[src/rtl/mem_port_arbiter.sv]
// mem_port_arbiter: shares one main_memory port between NUM_CH requesters
// (round-robin or fixed priority), with tagged routing of read returns.
module mem_port_arbiter #(
  parameter int NUM_CH       = 4,
  parameter int ADDR_BITS    = 11,
  parameter int WORD_BITS    = 32,
  parameter int READ_LATENCY = 1,
  parameter int ARB_MODE     = 0
) (
  input  logic                              clk,
  input  logic                              reset,
  input  logic [NUM_CH-1:0]                 ch_req,
  input  logic [NUM_CH*ADDR_BITS-1:0]       ch_addr,
  input  logic [NUM_CH*WORD_BITS-1:0]       ch_wr_data,
  input  logic [NUM_CH*(WORD_BITS/8)-1:0]   ch_wr_en,
  output logic [NUM_CH-1:0]                 ch_gnt,
  output logic [WORD_BITS-1:0]              ch_rd_data,
  output logic [NUM_CH-1:0]                 ch_rd_valid,
  output logic [ADDR_BITS-1:0]              mem_address,
  output logic [WORD_BITS-1:0]              mem_wr_data,
  output logic [WORD_BITS/8-1:0]            mem_wr_en,
  output logic                              mem_rd_en,
  input  logic [WORD_BITS-1:0]              mem_rd_data
);
  localparam int BE    = WORD_BITS / 8;
  localparam int CW    = $clog2(NUM_CH);
  localparam int DEPTH = READ_LATENCY + 1;

  logic [CW-1:0]                rr_ptr_q, rr_ptr_d, gnt_idx, cand;
  logic                         gnt_any, grant;
  logic [BE-1:0]                sel_en;
  logic [ADDR_BITS-1:0]         mem_address_q, mem_address_d;
  logic [WORD_BITS-1:0]         mem_wr_data_q, mem_wr_data_d;
  logic [BE-1:0]                mem_wr_en_q, mem_wr_en_d;
  logic                         mem_rd_en_q, mem_rd_en_d;
  logic [DEPTH-1:0]             tag_v_q, tag_v_d;
  logic [DEPTH-1:0][CW-1:0]     tag_ch_q, tag_ch_d;

  // Scan from the farthest candidate back to the nearest so the nearest requester wins.
  always_comb begin
    gnt_any = 1'b0;
    gnt_idx = '0;
    cand    = '0;
    for (int j = NUM_CH; j >= 1; j--) begin
      cand = CW'(ARB_MODE != 0 ? j - 1 : (int'(rr_ptr_q) + j) % NUM_CH);
      if (ch_req[cand]) begin
        gnt_any = 1'b1;
        gnt_idx = cand;
      end
    end
  end

  assign grant  = reset & gnt_any;
  assign ch_gnt = grant ? NUM_CH'(1) << gnt_idx : '0;
  assign sel_en = ch_wr_en[int'(gnt_idx)*BE +: BE];

  always_comb begin
    rr_ptr_d      = grant ? gnt_idx : rr_ptr_q;
    mem_address_d = grant ? ch_addr[int'(gnt_idx)*ADDR_BITS +: ADDR_BITS] : mem_address_q;
    mem_wr_data_d = grant ? ch_wr_data[int'(gnt_idx)*WORD_BITS +: WORD_BITS] : mem_wr_data_q;
    mem_wr_en_d   = grant ? sel_en : '0;
    mem_rd_en_d   = grant && sel_en == '0;
    tag_v_d       = {tag_v_q[DEPTH-2:0], mem_rd_en_d};
    tag_ch_d      = {tag_ch_q[DEPTH-2:0], gnt_idx};
  end

  always_ff @(posedge clk) begin
    if (!reset) begin
      rr_ptr_q      <= CW'(NUM_CH - 1);
      mem_address_q <= '0;
      mem_wr_data_q <= '0;
      mem_wr_en_q   <= '0;
      mem_rd_en_q   <= 1'b0;
      tag_v_q       <= '0;
      tag_ch_q      <= '0;
    end else begin
      rr_ptr_q      <= rr_ptr_d;
      mem_address_q <= mem_address_d;
      mem_wr_data_q <= mem_wr_data_d;
      mem_wr_en_q   <= mem_wr_en_d;
      mem_rd_en_q   <= mem_rd_en_d;
      tag_v_q       <= tag_v_d;
      tag_ch_q      <= tag_ch_d;
    end
  end

  assign mem_address = mem_address_q;
  assign mem_wr_data = mem_wr_data_q;
  assign mem_wr_en   = mem_wr_en_q;
  assign mem_rd_en   = mem_rd_en_q;
  assign ch_rd_data  = mem_rd_data;
  assign ch_rd_valid = tag_v_q[DEPTH-1] ? NUM_CH'(1) << tag_ch_q[DEPTH-1] : '0;
endmodule

[config.mk]
export PLATFORM = sky130hd
export DESIGN_NAME = mem_port_arbiter
export DESIGN_NICKNAME = d
export VERILOG_FILES = /design/src/rtl/mem_port_arbiter.sv
export SDC_FILE = /design/constraint.sdc
export NUM_CORES = 1
export LEC_CHECK = 0
export CAP_MARGIN = 20
export CORE_AREA = 5 5 118 120
export CTS_CLUSTER_SIZE = 8
export DETAILED_ROUTE_END_ITERATION = 7
export DIE_AREA = 0 0 123 125
export GPL_ROUTABILITY_DRIVEN = 0
export GPL_TIMING_DRIVEN = 0
export HOLD_SLACK_MARGIN = 0.02
export PLACE_DENSITY = 0.83
export SETUP_SLACK_MARGIN = 0.4
export SKIP_CTS_REPAIR_TIMING = 1
export SLEW_MARGIN = 20
export SYNTH_ARGS = -nofsm -noshare
export SYNTH_HDL_FRONTEND = slang
export SYNTH_SLANG_ARGS = --single-unit
[constraint.sdc]
create_clock -name clk -period 3.9 [get_ports clk]
set_input_delay 1.17 -clock clk [delete_from_list [all_inputs] [get_ports clk]]
set_output_delay 1.17 -clock clk [all_outputs]
set_load 0.01 [all_outputs]
# Word level (Yosys, flattened, before mapping)
# Index checks and enable logic that the tools add are counted.
[op_classes] add_sub_neg=4 n_mul=1 n_lt_le_gt_ge=4 n_shift=5 muxes=18 n_bitwise=1 reduce_logical=3
[ops] cell="128-bit by 8-bit indexed part select with 32-bit output" n=1
[ops] cell="44-bit by 7-bit indexed part select with 11-bit output" n=1
[ops] cell="16-bit by 5-bit indexed part select with 4-bit output" n=1
[ops] cell="2-bit by 3-bit less-than comparator with 1-bit output, second input constant" n=4
[ops] cell="1-bit binary-select mux with 2-bit select" n=4
[ops] cell="1-bit 2-to-1 mux" n=8
[ops] cell="2-bit 2-to-1 mux" n=4
[ops] cell="4-bit 2-to-1 mux" n=2
[ops] cell="1-bit by 2-bit << shifter with 4-bit output, first input constant" n=2
[ops] cell="2-bit by 4-bit multiplier with 6-bit output, second input constant" n=1
[ops] cell="2-bit by 1-bit adder with 2-bit output, second input constant" n=2
[ops] cell="2-bit adder, second input constant" n=2
[ops] cell="4-bit zero test" n=1
[ops] cell="2-bit AND reduction" n=1
[ops] cell="1-bit AND" n=1
[ops] cell="1-bit logical AND" n=1
[word_totals] regBits=56 in_bits=226 out_inout_bits=88 wordCells=44

# Depth between registers and ports, before layout
# Gate-level depths: netlist of run 1.
[logic_depth] word_depth=10 ltp_mapped=7

# Worst setup path after synthesis of run 1
# No wires, ideal clock.
[synth_path] path_kind="in2out" start="input ch_req[3]" end="output ch_gnt[2]" arrival_time_ns=2.349 required_time_ns=2.730 setup_slack_ns=0.381 cell_stages=6 path_buffers=2 path_cell_list="nand2b_1 -> o21ai_2 -> a211oi_4 -> buf_12 -> buf_6 -> and3_1"
[synth_between] elab_chain_cells=8 word_cells_on_any_way=19
[synth_rtl] element="start: declaration" line_no="12" rtl="input logic [NUM_CH-1:0] ch_req,"
[synth_rtl] element="1-bit binary-select mux with 2-bit select" line_no="46" rtl="if (ch_req[cand]) begin"
[synth_rtl] element="1-bit 2-to-1 mux (implied by the code)" line_no="46"
[synth_rtl] element="2-bit 2-to-1 mux / 1-bit 2-to-1 mux (equally long branches) (4 in a row)" line_no="46"
[synth_rtl] element="1-bit by 2-bit << shifter with 4-bit output / 1-bit AND (equally long branches)" line_no="54, 53"
[synth_rtl] element="4-bit 2-to-1 mux *" line_no="54" rtl="assign ch_gnt = grant ? NUM_CH'(1) << gnt_idx : '0;"
[synth_rtl] element="end: declaration" line_no="16" rtl="output logic [NUM_CH-1:0] ch_gnt,"
# Mark *: on every way between the ends. The rest lies on a longest branch, timed or not. The select of a mux whose other input is x is not followed.

# Final worst setup path of run 1
[layout_path] start="input ch_req[2]" end="output ch_gnt[0]"
# The elaborated chain is that of the path after synthesis.

==> impl_metrics.toml, run 1 <==
[route]
firstDrtPassIters = 4
wl_per_cell_um = 16.9
drt_iter0_markers = 100
antenna_left = 0
vias = 3793
drc = 0
viasPerCell = 4.56
wl_mm = 14.0

[worst_setup_path]
startpoint_type = "input port"
worst_ep_arrival_time_ns = 2.39
crit_type = "input port to primary output"
required_ns = 2.73
cp_max_fo = 8
r2r-end = "mem_wr_data[11]"
rr_worst_depth = 9
r2r_setup_slack_ns = 1.87
worstSetupEndpointType = "primary output"
rr_startpoint = "rr_ptr_q[0]"
cp-endpoint = "ch_gnt[0]"
cp-startpoint = "ch_req[2]"

[finish]
area_growth_pct = 106
nNetsFinal = 880
layout_commonest_cell = "clkdlybuf4s50_1"
final_cell_mix = "272 x clkdlybuf4s50_1, 56 x buf_4, 55 x mux2i_1, 55 x dfxtp_1"
diodes = 0
drive_gt1_share_pct = 23.4
stdcell_count = 831

[clock_network]
cts_buffer_depth = 2
clk_pin_slew_worst_paths_ns = 0.07
clockRootBuffer = "clkbuf_16"
htreeDepth = 2
clkLatencyLatePin_ns = 0.29
numCtsBuffers = 5
cts_num_sinks = 55
cts_tree = "done"

[synthesis]
async_reset_ff_share_pct = 0
synth_edf_count = 0
syn_nets = 566
syn_inst = 340
ys_types = 32
ys_seq_area_share_pct = 32.4
synth_area_um2 = 3400
synth-warning-count = 0
avgSynthCellArea_um2 = 9.99
ys_seq_elements = 55
synthFlopType = "dfxtp_1"

[power_and_ir_drop]
pwr-share-clk_pct = 26.1
p_switching_uw = 595
pwr-share-comb_pct = 43.1
powerDensity_nw_per_um2 = 315
p_seq_share_pct = 30.9
swShare_pct = 27.0
p_leak_uw = 0.00287
p_total_uw = 2200
vdd_drop_max_mv = 0.187
p_int_uw = 1610

[grt]
track_usage_pct = 16.4
grt_max_degree = 17
grt-ovfl-total = 0
grt_antenna_before_repair = 0
top_usage_layer = "met2"
grt_pass1_vias = 4101
met2_usage_pct = 31.4
grt_pass1_wl_mm = 20.4
met3_usage_pct = 4.38
grtUsageMet1_pct = 17.5

[placement]
dp.cells = 797
port_buffers = 281
hpwlAfterDp_mm = 11.4

[floorplanning]
die_w_um = 123
dieArea_um2 = 15400
core_um2 = 12900
io_pins = 314
row_count = 42
die_y_um = 125
start_util_pct = 26.4

[sta]
final_hold_viol_count = 0
drv_slew = 0
worstMarginPinSlew_ns = 0.511
maxSlewHeadroom_pct = 65.9
fin_crit_sh_pct = 91.4
holdWs_ns = 0.441
fmax_mhz = 281
fin_crit_ns = 3.56
rsz0062_at_grt = "yes"
clock_skew_ns = 0.00438
setup_viol_count_final = 0

[min_path]
hp-class = "register to register"

[job]
max_cap_viol_count = 0

[status]
outcome = "finished, final reports clean"
==> through the flow <==
stage | setup TNS, ns | setup slack, ns | instance area [um^2] | util (%)
after global routing | 0 | 0.285 | 6990 | 54.3
after detailed placement | -4.35 | -1.35 | 6440 | 50.0
after floorplan | 0 | 0.388 | 3400 | -
after CTS | -4.39 | -1.36 | 6630 | 51.5
final | 0 | 0.335 | 6990 | 54.3
after global placement | -4.28 | -1.33 | 6440 | 50.0
==> how the worst min path moves through the flow <==
| stage | startpoint | endpoint | slack, ns | cells after the start |
|---|---|---|---|---|
| 2_1_floorplan | tag_ch_d[2] | tag_ch_q[2] | 0.41 | 1 |
| 3_3_place_gp | tag_ch_d[2] | tag_ch_q[2] | 0.41 | 1 |
| 3_5_place_dp | tag_ch_d[2] | tag_ch_q[2] | 0.43 | 1 |
| 4_1_cts | tag_ch_d[3] | tag_ch_q[3] | 0.44 | 1 |
| 5_1_grt | tag_ch_d[2] | tag_ch_q[2] | 0.45 | 1 |
| 6_report | tag_ch_d[2] | tag_ch_q[2] | 0.44 | 1 |
==> worst max-delay path, stage by stage <==
cell      delay [ns]
buf_8           0.11
nor4_4          0.32
nand2b_4        0.22
buf_6           0.11
nor2_4          0.05
buf_6           0.13
and2_1          0.15
buf_2           0.13
==> metal layers <==
layer / up-vias / share of wire [%]
met4: 0 / 1.7
met3: 20 / 8.9
met5: - / 0
met1: 1747 / 36
met2: 181 / 53
li1: 1845 / -
==> layout make-up <==
cell class              count  area, um^2
clock buffers               6         129
clock inverters             2        60.1
fillers                  1151        5880
well taps                 176         220
repair buffers            307        3040
multi-input cells         225        1960
flip-flops and latches     55        1100
plain buffers              56         462
inverters                   4        15.0
==> cell usage after synthesis (3+ instances only) <==
cell,number,area share [%]
buf_6,5,1.7
buf_4,33,7.3
buf_8,4,1.8
o21ai_0,3,0.44
clkbuf_2,4,0.59
nor2_1,4,0.44
mux2_2,44,15
nand2_1,4,0.44
a22oi_1,44,9.7
and2_1,8,1.5
clkbuf_1,8,0.88
o21ai_1,40,5.9
inv_1,4,0.44
dfxtp_1,55,32
mux2i_1,55,16
nand2b_1,4,0.74
==> cell families (layout without fill, tap and decap cells) <==
family                 count (synthesis)  in the layout  share of synthesized area, %
multiplexers                          99             99                          30.8
AO/OA/AOI/OAI                         96             96                          18.3
flip-flops                            55             55                          32.4
buffers and inverters                 60            375                          13.4
AND/OR/NAND/NOR                       30             30                          5.15
==> state kept, by name, indices dropped and copies added (netlist names) <==
register     flops
mem_wr_data     32
mem_address     11
mem_wr_en        4
rr_ptr_q         2
tag_ch_d         2
tag_ch_q         2
tag_v_q          2
==> power by group through the flow <==
stage / logic, uW / registers (uW) / clock network [uW]
after floorplan: 373 / 721 / 0
after global placement: 856 / 686 / 0
after detailed placement: 870 / 691 / 0
after CTS: 874 / 678 / 590
after global routing: 1010 / 689 / 607
final: 949 / 680 / 574
(Power assumes the default switching activity.)
==> inputs of run 2 (changes only) <==
--- a/config.mk
+++ b/config.mk
@@ -5,15 +5,14 @@
 export SDC_FILE = /design/constraint.sdc
 export NUM_CORES = 1
 export LEC_CHECK = 0
-export CAP_MARGIN = 20
-export CORE_AREA = 5 5 118 120
+export ABC_AREA = 1
+export CORE_AREA = 5 5 120 122
 export CTS_CLUSTER_SIZE = 8
 export DETAILED_ROUTE_END_ITERATION = 7
-export DIE_AREA = 0 0 123 125
+export DIE_AREA = 0 0 125 127
 export GPL_ROUTABILITY_DRIVEN = 0
-export GPL_TIMING_DRIVEN = 0
 export HOLD_SLACK_MARGIN = 0.02
-export PLACE_DENSITY = 0.83
+export PLACE_DENSITY = 0.84
 export SETUP_SLACK_MARGIN = 0.4
 export SKIP_CTS_REPAIR_TIMING = 1
 export SLEW_MARGIN = 20
==> impl_metrics.toml, run 2 <==
[status]
outcome = "finished, final reports clean"

[placement]
port_buffers = 249
placed_area_um2 = 6150
place_ws_ns = -0.417
hpwlAfterDp_mm = 11.3

[synthesis]
synth_xor_area_share_pct = 0
synth_top_area_share_pct = 29.8
synth_edf_count = 0
synth_area_um2 = 3750
ys_seq_area_share_pct = 29.4
synthFlopType = "dfxtp_1"
synth_area_leader_cell = "nand2_1"
synth-warning-count = 0
synth.area.mux_share_pct = 0
avgSynthCellArea_um2 = 6.05
yosysMostFrequentCell = "nand2_1"
synth_common_cells = "298 x nand2_1, 146 x nand3_1, 55 x dfxtp_1"
syn_nets = 846
synth-adder-area-share_pct = 0
yosys.area_share.simple_pct = 54.3
async_reset_ff_share_pct = 0
synth_compound_area_share_pct = 1.13
ys_types = 23
synth_top_family_by_area = "simple AND/OR/NAND/NOR gates"
syn_inst = 620
ys_seq_elements = 55
ys_top_cells_by_area = "nand2_1 30%, dfxtp_1 29%, nand3_1 19%"

[route]
drc = 0
firstDrtPassIters = 4
antenna_left = 0
drt_iter0_markers = 139
vias = 4703
wl_mm = 14.5
wl_per_cell_um = 14.4
viasPerCell = 4.66

[floorplanning]
core_um2 = 13100
io_pins = 314
die_w_um = 125
die_y_um = 127
row_count = 42
start_util_pct = 28.7
dieArea_um2 = 15900

[finish]
fin_area_um2 = 6440
diodes = 0
area_growth_pct = 71.9
n_fill_cell = 1258
multiInputGateArea_um2 = 2190
seqCellArea_um2 = 1100
final_cell_mix = "288 x nand2_1, 241 x clkdlybuf4s50_1, 143 x nand3_1"
nNetsFinal = 1058
largest_register_ff_count = 32
layout_commonest_cell = "nand2_1"
drive_gt1_share_pct = 9.60

[worst_setup_path]
crit_top_cell = "nand2_4"
startpoint_type = "input port"
critPathMaxStageDelay_ns = 0.17
critPathTopFamily = "simple AND/OR/NAND/NOR gates"
worst_ep_arrival_time_ns = 2.32
cp_max_fo = 5
path_cells = "buf_6, inv_4, o21ai_4, nand2_2, nand2_2, clkinv_4, nand2_4, nand2_4, nand2_4, inv_4, nor3_4, buf_2"
path_buf_inv = 5
crit_type = "input port to primary output"
worstSetupEndpointType = "primary output"
slowest_stage = "o21ai_4"
required_ns = 2.73

[grt]
grt_pass1_vias = 4571
grt_max_degree = 52
track_usage_pct = 17.3
grt_antenna_before_repair = 0
grt_pass1_wl_mm = 22.7
grt-ovfl-total = 0

[sta]
final_hold_viol_count = 0
fmax_mhz = 287
worst_slack_ns = 0.414
clock_skew_ns = 0.00633
maxSlewHeadroom_pct = 66.0
worstMarginPinSlew_ns = 0.510
rsz0062_at_grt = "yes"
fin_crit_ns = 3.49
setup_viol_count_final = 0
drv_slew = 0
fin_crit_sh_pct = 89.4

[clock_network]
cts_tree = "done"
cts_buffer_depth = 2
clk_pin_slew_worst_paths_ns = 0.07
clockRootBuffer = "clkbuf_16"
clkLatencyLatePin_ns = 0.29
cts_num_sinks = 55
htreeDepth = 2
numCtsBuffers = 5

[power_and_ir_drop]
vdd_drop_max_mv = 0.616
powerDensity_nw_per_um2 = 812
p_leak_uw = 0.00291

[job]
max_cap_viol_count = 0

[min_path]
hp-class = "register to register"
-- run 2: changes by cell type in the layout (fill, tap and decap cells not counted), sizes merged, moves of 8 or more --
cell | before | now
and2 | 8 | 0
mux2i | 55 | 0
mux2 | 44 | 0
clkbuf | 19 | 7
a22oi | 44 | 2
nand2 | 4 | 306
clkdlybuf4s50 | 272 | 241
inv | 4 | 17
o21ai | 44 | 1
nand3 | 0 | 148
buf | 77 | 32
-- run 2: area by class of cell --
type                    instances  area share, %
repair buffers                276           41.5
inverters                      18           1.32
clock inverters                 2          0.544
multi-input cells             476           34.0
flip-flops and latches         55           17.1
clock buffers                   6           2.15
well taps                     176           3.42
-- run 2: kinds of logic after synthesis --
group / count (synthesis)
buffers and inverters: 89
and+or+nand+nor: 470
AOI/OAI and AO/OA: 6
DFF: 55
-- run 2: worst paths after layout --
check                            startpoint          end  slack, ns  depth (start not counted)
worst max-delay path              ch_req[1]    ch_gnt[1]       0.41                         12
worst min-delay path            tag_ch_d[3]  tag_ch_q[3]       0.42                          2
worst max register to register  rr_ptr_q[0]   tag_v_q[0]       1.45                         15
worst min register to register  tag_ch_d[3]  tag_ch_q[3]       0.42                          2
-- run 2: power breakdown --
group / internal, uW / switching (uW) / total (uW)
combinational: 1500 / 2280 / 3770
clock: 320 / 204 / 524
sequential: 809 / 125 / 934
total: 2630 / 2610 / 5230
-- run 2: worst reg2reg max path, stage by stage (launching register included) --
cell and delay [ns]:
dfxtp_1 0.64, inv_6 0.10, nand2_1 0.09, nand2_1 0.10
nand2_2 0.12, nand2_4 0.07, nand2_4 0.08, nand3_4 0.08
nand2_4 0.12, buf_4 0.12, buf_4 0.40, nand2_1 0.11
nand2_1 0.10, nand2_1 0.07, nand3_1 0.08, nor2_1 0.05
-- run 2: metrics by stage --
| stage | util [%] | std cells | hold slack, ns | setup TNS, ns | total power (uW) |
|---|---|---|---|---|---|
| after floorplan | - | 620 | 0.390 | 0 | 3510 |
| after global placement | 47.0 | 995 | 0.396 | -1.26 | 4520 |
| after detailed placement | 47.0 | 995 | 0.407 | -1.48 | 4590 |
| after CTS | 48.3 | 1003 | 0.423 | -1.51 | 5140 |
| after global routing | 49.3 | 1009 | 0.454 | 0 | 5770 |
| final | 49.3 | 1009 | 0.422 | 0 | 5230 |
-- run 2: per-layer routing --
| layer | wire length, um | GRT usage [%] | part of all wire [%] |
|---|---|---|---|
| met1 | 5550 | 18.7 | 38 |
| met2 | 7120 | 30.7 | 49 |
| met3 | 1310 | 5.84 | 9.0 |
| met4 | 529 | 8.04 | 3.6 |
| met5 | 0 | 0 | 0 |
